[src/rtl/toccata_pkg.sv]
// Shared types and constants for the Toccata playback path.
//   fmt_e           - frame format as programmed by the register file
//   play_state_e    - playback sequencer states
//   bytes_per_frame - FIFO bytes consumed per sample pair for a format
//   UNSIGNED_BIAS   - offset that turns unsigned 8-bit PCM into signed
package toccata_pkg;

    typedef enum logic [1:0] {
        FMT_U8_MONO    = 2'b00,
        FMT_U8_STEREO  = 2'b01,
        FMT_S16_MONO   = 2'b10,
        FMT_S16_STEREO = 2'b11
    } fmt_e;

    typedef enum logic [1:0] {
        ST_IDLE,
        ST_FETCH,
        ST_CAPT,
        ST_EMIT
    } play_state_e;

    localparam logic [7:0] UNSIGNED_BIAS = 8'h80;

    function automatic logic [2:0] bytes_per_frame(input fmt_e fmt);
        logic [2:0] n;
        case (fmt)
            FMT_U8_MONO:    n = 3'd1;
            FMT_U8_STEREO:  n = 3'd2;
            FMT_S16_MONO:   n = 3'd2;
            FMT_S16_STEREO: n = 3'd4;
            default:        n = 3'd1;
        endcase
        return n;
    endfunction

endpackage

[src/rtl/toccata_sample_unpack.sv]
// Combinational frame unpacker: turns up to four FIFO bytes into a signed
// left/right sample pair.
//   fmt         in  - format of the frame being assembled
//   frame_bytes in  - bytes in arrival order, [0] first (left, high byte first)
//   sample_l    out - assembled left sample
//   sample_r    out - assembled right sample (copy of left for mono)
module toccata_sample_unpack
    import toccata_pkg::*;
(
    input  fmt_e             fmt,
    input  logic [3:0][7:0]  frame_bytes,
    output logic [15:0]      sample_l,
    output logic [15:0]      sample_r
);

    always_comb begin
        sample_l = '0;
        sample_r = '0;
        case (fmt)
            FMT_U8_MONO: begin
                sample_l = {frame_bytes[0] ^ UNSIGNED_BIAS, 8'h00};
                sample_r = {frame_bytes[0] ^ UNSIGNED_BIAS, 8'h00};
            end
            FMT_U8_STEREO: begin
                sample_l = {frame_bytes[0] ^ UNSIGNED_BIAS, 8'h00};
                sample_r = {frame_bytes[1] ^ UNSIGNED_BIAS, 8'h00};
            end
            FMT_S16_MONO: begin
                sample_l = {frame_bytes[0], frame_bytes[1]};
                sample_r = {frame_bytes[0], frame_bytes[1]};
            end
            FMT_S16_STEREO: begin
                sample_l = {frame_bytes[0], frame_bytes[1]};
                sample_r = {frame_bytes[2], frame_bytes[3]};
            end
            default: begin
                sample_l = '0;
                sample_r = '0;
            end
        endcase
    end

endmodule

[src/rtl/toccata_play_ctrl.sv]
// Toccata playback sequencer. On each codec sample tick it reads one frame
// (1-4 bytes) from the playback FIFO, assembles a left/right sample pair and
// pulses sample_valid. Flags underrun and missed ticks, and raises irq on
// FIFO half-empty or underrun.
//   clk, rst            - clock, synchronous active-high reset
//   play_en, fmt        - playback enable, frame format
//   sample_tick         - codec sample-rate pulse
//   irq_en, irq_ack     - interrupt mask, interrupt clear pulse
//   status_clr          - clears underrun and tick_miss
//   fifo_rd_en          - FIFO read strobe (data arrives the next cycle)
//   fifo_data           - FIFO read data
//   fifo_empty          - FIFO empty flag
//   fifo_half_empty     - pulse when FIFO level drops below half
//   sample_l, sample_r  - assembled signed samples
//   sample_valid        - one-cycle pulse for a new sample pair
//   irq, underrun, tick_miss - interrupt level and sticky status flags
module toccata_play_ctrl
    import toccata_pkg::*;
#(
    parameter int DATA_WIDTH = 8
)
(
    input  logic                  clk,
    input  logic                  rst,
    input  logic                  play_en,
    input  logic [1:0]            fmt,
    input  logic                  sample_tick,
    input  logic                  irq_en,
    input  logic                  irq_ack,
    input  logic                  status_clr,
    output logic                  fifo_rd_en,
    input  logic [DATA_WIDTH-1:0] fifo_data,
    input  logic                  fifo_empty,
    input  logic                  fifo_half_empty,
    output logic [15:0]           sample_l,
    output logic [15:0]           sample_r,
    output logic                  sample_valid,
    output logic                  irq,
    output logic                  underrun,
    output logic                  tick_miss
);

    play_state_e               state, next_state;
    fmt_e                      fmt_q;
    logic [2:0]                byte_idx;
    logic [2:0]                next_idx;
    logic [2:0]                frame_n;
    logic [3:0][DATA_WIDTH-1:0] frame_bytes;
    logic [3:0][DATA_WIDTH-1:0] capt_bytes;
    logic [15:0]               asm_l, asm_r;
    logic                      underrun_hit;
    logic                      irq_set;
    logic                      miss_set;

    assign next_idx = byte_idx + 3'd1;
    assign frame_n  = bytes_per_frame(fmt_q);

    // The last byte of a frame is assembled straight from fifo_data so the
    // sample registers can load on the CAPT->EMIT edge without an extra cycle.
    always_comb begin
        capt_bytes = frame_bytes;
        capt_bytes[byte_idx[1:0]] = fifo_data;
    end

    toccata_sample_unpack u_unpack (
        .fmt         (fmt_q),
        .frame_bytes (capt_bytes),
        .sample_l    (asm_l),
        .sample_r    (asm_r)
    );

    always_ff @(posedge clk) begin
        if (rst) begin
            state <= ST_IDLE;
        end else begin
            state <= next_state;
        end
    end

    always_comb begin
        next_state   = state;
        fifo_rd_en   = 1'b0;
        sample_valid = 1'b0;
        underrun_hit = 1'b0;
        case (state)
            ST_IDLE: begin
                if (sample_tick && play_en) begin
                    next_state = ST_FETCH;
                end
            end
            ST_FETCH: begin
                fifo_rd_en = !fifo_empty;
                if (fifo_empty) begin
                    underrun_hit = play_en;
                    next_state   = ST_EMIT;
                end else begin
                    next_state = ST_CAPT;
                end
            end
            ST_CAPT: begin
                next_state = (next_idx < frame_n) ? ST_FETCH : ST_EMIT;
            end
            ST_EMIT: begin
                sample_valid = 1'b1;
                next_state   = ST_IDLE;
            end
            default: next_state = ST_IDLE;
        endcase
        // Disabling playback abandons any partial frame.
        if (!play_en) begin
            next_state = ST_IDLE;
        end
    end

    always_ff @(posedge clk) begin
        if (rst) begin
            fmt_q       <= FMT_U8_MONO;
            byte_idx    <= '0;
            frame_bytes <= '0;
            sample_l    <= '0;
            sample_r    <= '0;
        end else begin
            if (state == ST_IDLE && next_state == ST_FETCH) begin
                fmt_q    <= fmt_e'(fmt);
                byte_idx <= '0;
            end
            if (state == ST_CAPT && play_en) begin
                frame_bytes <= capt_bytes;
                byte_idx    <= next_idx;
            end
            if (state == ST_CAPT && next_state == ST_EMIT) begin
                sample_l <= asm_l;
                sample_r <= asm_r;
            end
            if (underrun_hit) begin
                frame_bytes <= '0;
                sample_l    <= '0;
                sample_r    <= '0;
            end
        end
    end

    assign irq_set  = irq_en && ((fifo_half_empty && play_en) || underrun_hit);
    assign miss_set = sample_tick && (state != ST_IDLE);

    // Set events take priority over same-cycle clears.
    always_ff @(posedge clk) begin
        if (rst) begin
            irq       <= 1'b0;
            underrun  <= 1'b0;
            tick_miss <= 1'b0;
        end else begin
            if (irq_set) begin
                irq <= 1'b1;
            end else if (irq_ack) begin
                irq <= 1'b0;
            end
            if (underrun_hit) begin
                underrun <= 1'b1;
            end else if (status_clr) begin
                underrun <= 1'b0;
            end
            if (miss_set) begin
                tick_miss <= 1'b1;
            end else if (status_clr) begin
                tick_miss <= 1'b0;
            end
        end
    end

endmodule

[config.mk]
export PLATFORM = sky130hd
export DESIGN_NAME = toccata_play_ctrl
export DESIGN_NICKNAME = d
export VERILOG_FILES = /design/src/rtl/toccata_pkg.sv /design/src/rtl/toccata_sample_unpack.sv /design/src/rtl/toccata_play_ctrl.sv
export SDC_FILE = /design/constraint.sdc
export NUM_CORES = 1
export LEC_CHECK = 0
export BUFFER_PORTS_ARGS = -buffer_cell sky130_fd_sc_hd__buf_2
export CORE_UTILIZATION = 37
export DETAILED_ROUTE_END_ITERATION = 8
export PLACE_DENSITY = 0.59
export SLEW_MARGIN = 15
export SYNTH_ARGS = -nofsm -noshare
export SYNTH_HDL_FRONTEND = slang
export SYNTH_SLANG_ARGS = --single-unit
[constraint.sdc]
create_clock -name clk -period 2.85 [get_ports clk]
set_input_delay 0.1425 -clock clk [delete_from_list [all_inputs] [get_ports clk]]
set_output_delay 0.1425 -clock clk [all_outputs]
set_load 0.01 [all_outputs]
==> metrics.cfg <==
[drt]
drc=0
antenna_left=0
avgRoutedWirePerCell_um=15.6
vias=3118
drt-initial-drc-count=211
drt_pass1_iterations=4
via_per_inst=5.24
finalWirelength_mm=9.27

[critical_path]
cp.depth=8
critPathBufInv=2
path_cells=ha_1 -> clkinv_1 -> ha_1 -> nand2_1 -> o21a_1 -> buf_4 -> or4_1 -> a21oi_1
cpMostUsedCell=ha_1
critPathMaxFanout=40
path_delay_family=simple AND/OR/NAND/NOR gates
cp_slowest_stage_delay_ns=0.55
worstSetupStartpointType=flop
worstPathRequired_ns=3.12
arrival_ns=2.75
crit_type=reg -> reg
crit_slowest_cell=or4_1
crit_path_start=fmt_q[0]
endpoint_kind=flop
rr_worst_depth=8
timing.rr.start=fmt_q[0]

[finish]
syn2layout_area_growth_pct=18.1
drive_above_1_share_pct=18.5
final.fill_count=934
diodes=0
nets=491
layout_commonest_cell=dfxtp_1
final_cell_mix=74 x dfxtp_1, 55 x a21oi_1, 55 x buf_2
final_core_util_pct=45.2

[die]
core_area_um2=9240
dieArea_um2=9960
die_h_um=99.8
initial_core_util_pct=38.3
rows=35
die_width_um=99.8
ios=56

[grt]
grt_max_degree=54
track_usage_pct=19.7
grt_pass1_vias=2955
grt_pass1_wl_mm=15.3
grt_overflow=0
antenna_found_initial=0

[synthesis]
yosys_warnings=0
synth_cell_types=42
syn_inst=420
synth-seq-area-share_pct=41.9
synth_area_leaders=dfxtp_1 42%, a21oi_1 7.8%, mux2i_1 7.1%
synth_top_cell_area_share_pct=41.9
netlist_area_um2=3540
avgSynthCellArea_um2=8.42
async_flop_share_pct=0
synth_nets=450
synthFlopType=dfxtp_1
synth_largest_area_cell=dfxtp_1
synth_edf_count=0
ys_ff_latch=74

[timing]
period_share_pct=86.8
fin_ws_ns=0.376
timing.hold.ws_ns=0.0144
slew_headroom_pct=48.9
skew_ns=0.0116
finalHoldViolCount=0
worstMarginPinSlew_ns=0.764
tns_ns=0
rsz0062_at_grt=false
maxSlewViolCount=0
setup_viol=0
min_period_ns=2.47
fmax_ghz=0.404

[place]
portBuffers=55
place.gp.congestion=0.803
dp_worst_setup_slack_ns=0.404
hpwl_mm=6.47

[power_and_ir_drop]
p_switching_uw=539
combPwrFrac_pct=7.7
clock_power_share_pct=47.3
finalPower_mw=2.34
switching_share_pct=23.1
intPower_mw=1.80
ir_drop_v=0.000269
leakagePower_nw=1.54
seq_power_share_pct=45.0
powerDensity_nw_per_um2=559

[clocking]
post-cts-setup-buffers=0
htreeDepth=3
cts_resized=0
cts.clk_slew.worst_paths_ns=0.08
cts_made_buffers=9
clock-root-buffer=clkbuf_8
cts.sinks=74
cts_max_path_buffers=2
clock_latency_ns=0.35
cts_tree=built

[worst_hold_path]
min_path_type=in -> reg
holdPathStages=3
min_from=fmt[0]

[outcome]
status=completed

[run]
max-cap-violations=0

[metal layers]
metal	GRT usage, %	part of all wire [%]	up-vias
met5	0	0	-
met4	6.67	1.4	0
met3	5.08	5.7	9
met2	30.9	46	84
met1	26.2	47	1430
li1	-	-	1595
[timing repair]
| action | 4_1_cts | 5_1_grt |
|---|---|---|
| hold buffers | 1 | 0 |
| hold endpoints to repair | 1 | 0 |
| endpoints found under the setup margin | 0 | 0 |
[cell families after synthesis]
| kind of cell | synth area share, % |
|---|---|
| multiplexers | 9.30 |
| adder cells (fa/ha/maj) | 3.89 |
| AO/OA/AOI/OAI | 20.4 |
| buffers and inverters | 5.30 |
| XOR/XNOR | 0.495 |
| AND/OR/NAND/NOR | 18.8 |
| flip-flops | 41.9 |
[flip-flops by register name, indices dropped and copies added (netlist names)]
name and cells:
underrun 1, sample_l 16, sample_r 16, frame_bytes 32, tick_miss 1, state 2
fmt_q 2, byte_idx 3, irq 1
[power by group through the flow]
| stage | sequential (mW) | clock [mW] | combinational (mW) |
|---|---|---|---|
| after floorplan | 1.08 | 0 | 0.112 |
| after global placement | 1.08 | 0 | 0.177 |
| after detailed placement | 1.08 | 0 | 0.179 |
| after CTS | 1.05 | 1.13 | 0.180 |
| after global routing | 1.05 | 1.17 | 0.201 |
| final | 1.05 | 1.10 | 0.180 |
[final timing paths]
check / slack (ns) / end
worst max-delay path: 0.38 / sample_l[0]
worst min-delay path: 0.01 / fmt_q[0]
worst max register to register: 0.38 / sample_l[0]
worst min register to register: 0.46 / frame_bytes[4]
[worst reg2reg max path, stage by stage, from the launching register on]
cell and delay, ns:
dfxtp_1 0.37, ha_1 0.21, clkinv_1 0.25, ha_1 0.39
nand2_1 0.07, o21a_1 0.16, buf_4 0.23, or4_1 0.57
a21oi_1 0.15
[area by class of cell]
class	count	area, um^2	area share [%]
tap	129	161	3.86
clock buffer	10	138	3.29
multi-input combinational	302	1870	44.7
clock inverter	6	136	3.26
sequential	74	1480	35.5
inverter	11	41.3	0.988
timing repair buffer	63	350	8.39
[cells in the mapped netlist, drive strengths merged (5+ instances only)]
cell	instances
a211oi	10
a21oi	55
and2	5
buf	20
clkbuf	13
dfxtp	74
ha	11
inv	10
mux2	7
mux2i	25
nand2	49
nand3	9
nor2	26
nor3	24
o21ai	20
o22ai	12
or4	8
[per-stage QoR]
step	cells	cell area, um^2
2_1_floorplan	420	3540
3_3_place_gp	578	3890
3_5_place_dp	578	3890
4_1_cts	595	4180
5_1_grt	595	4180
6_report	595	4180
Note: power is estimated with default switching activity, not from simulation.
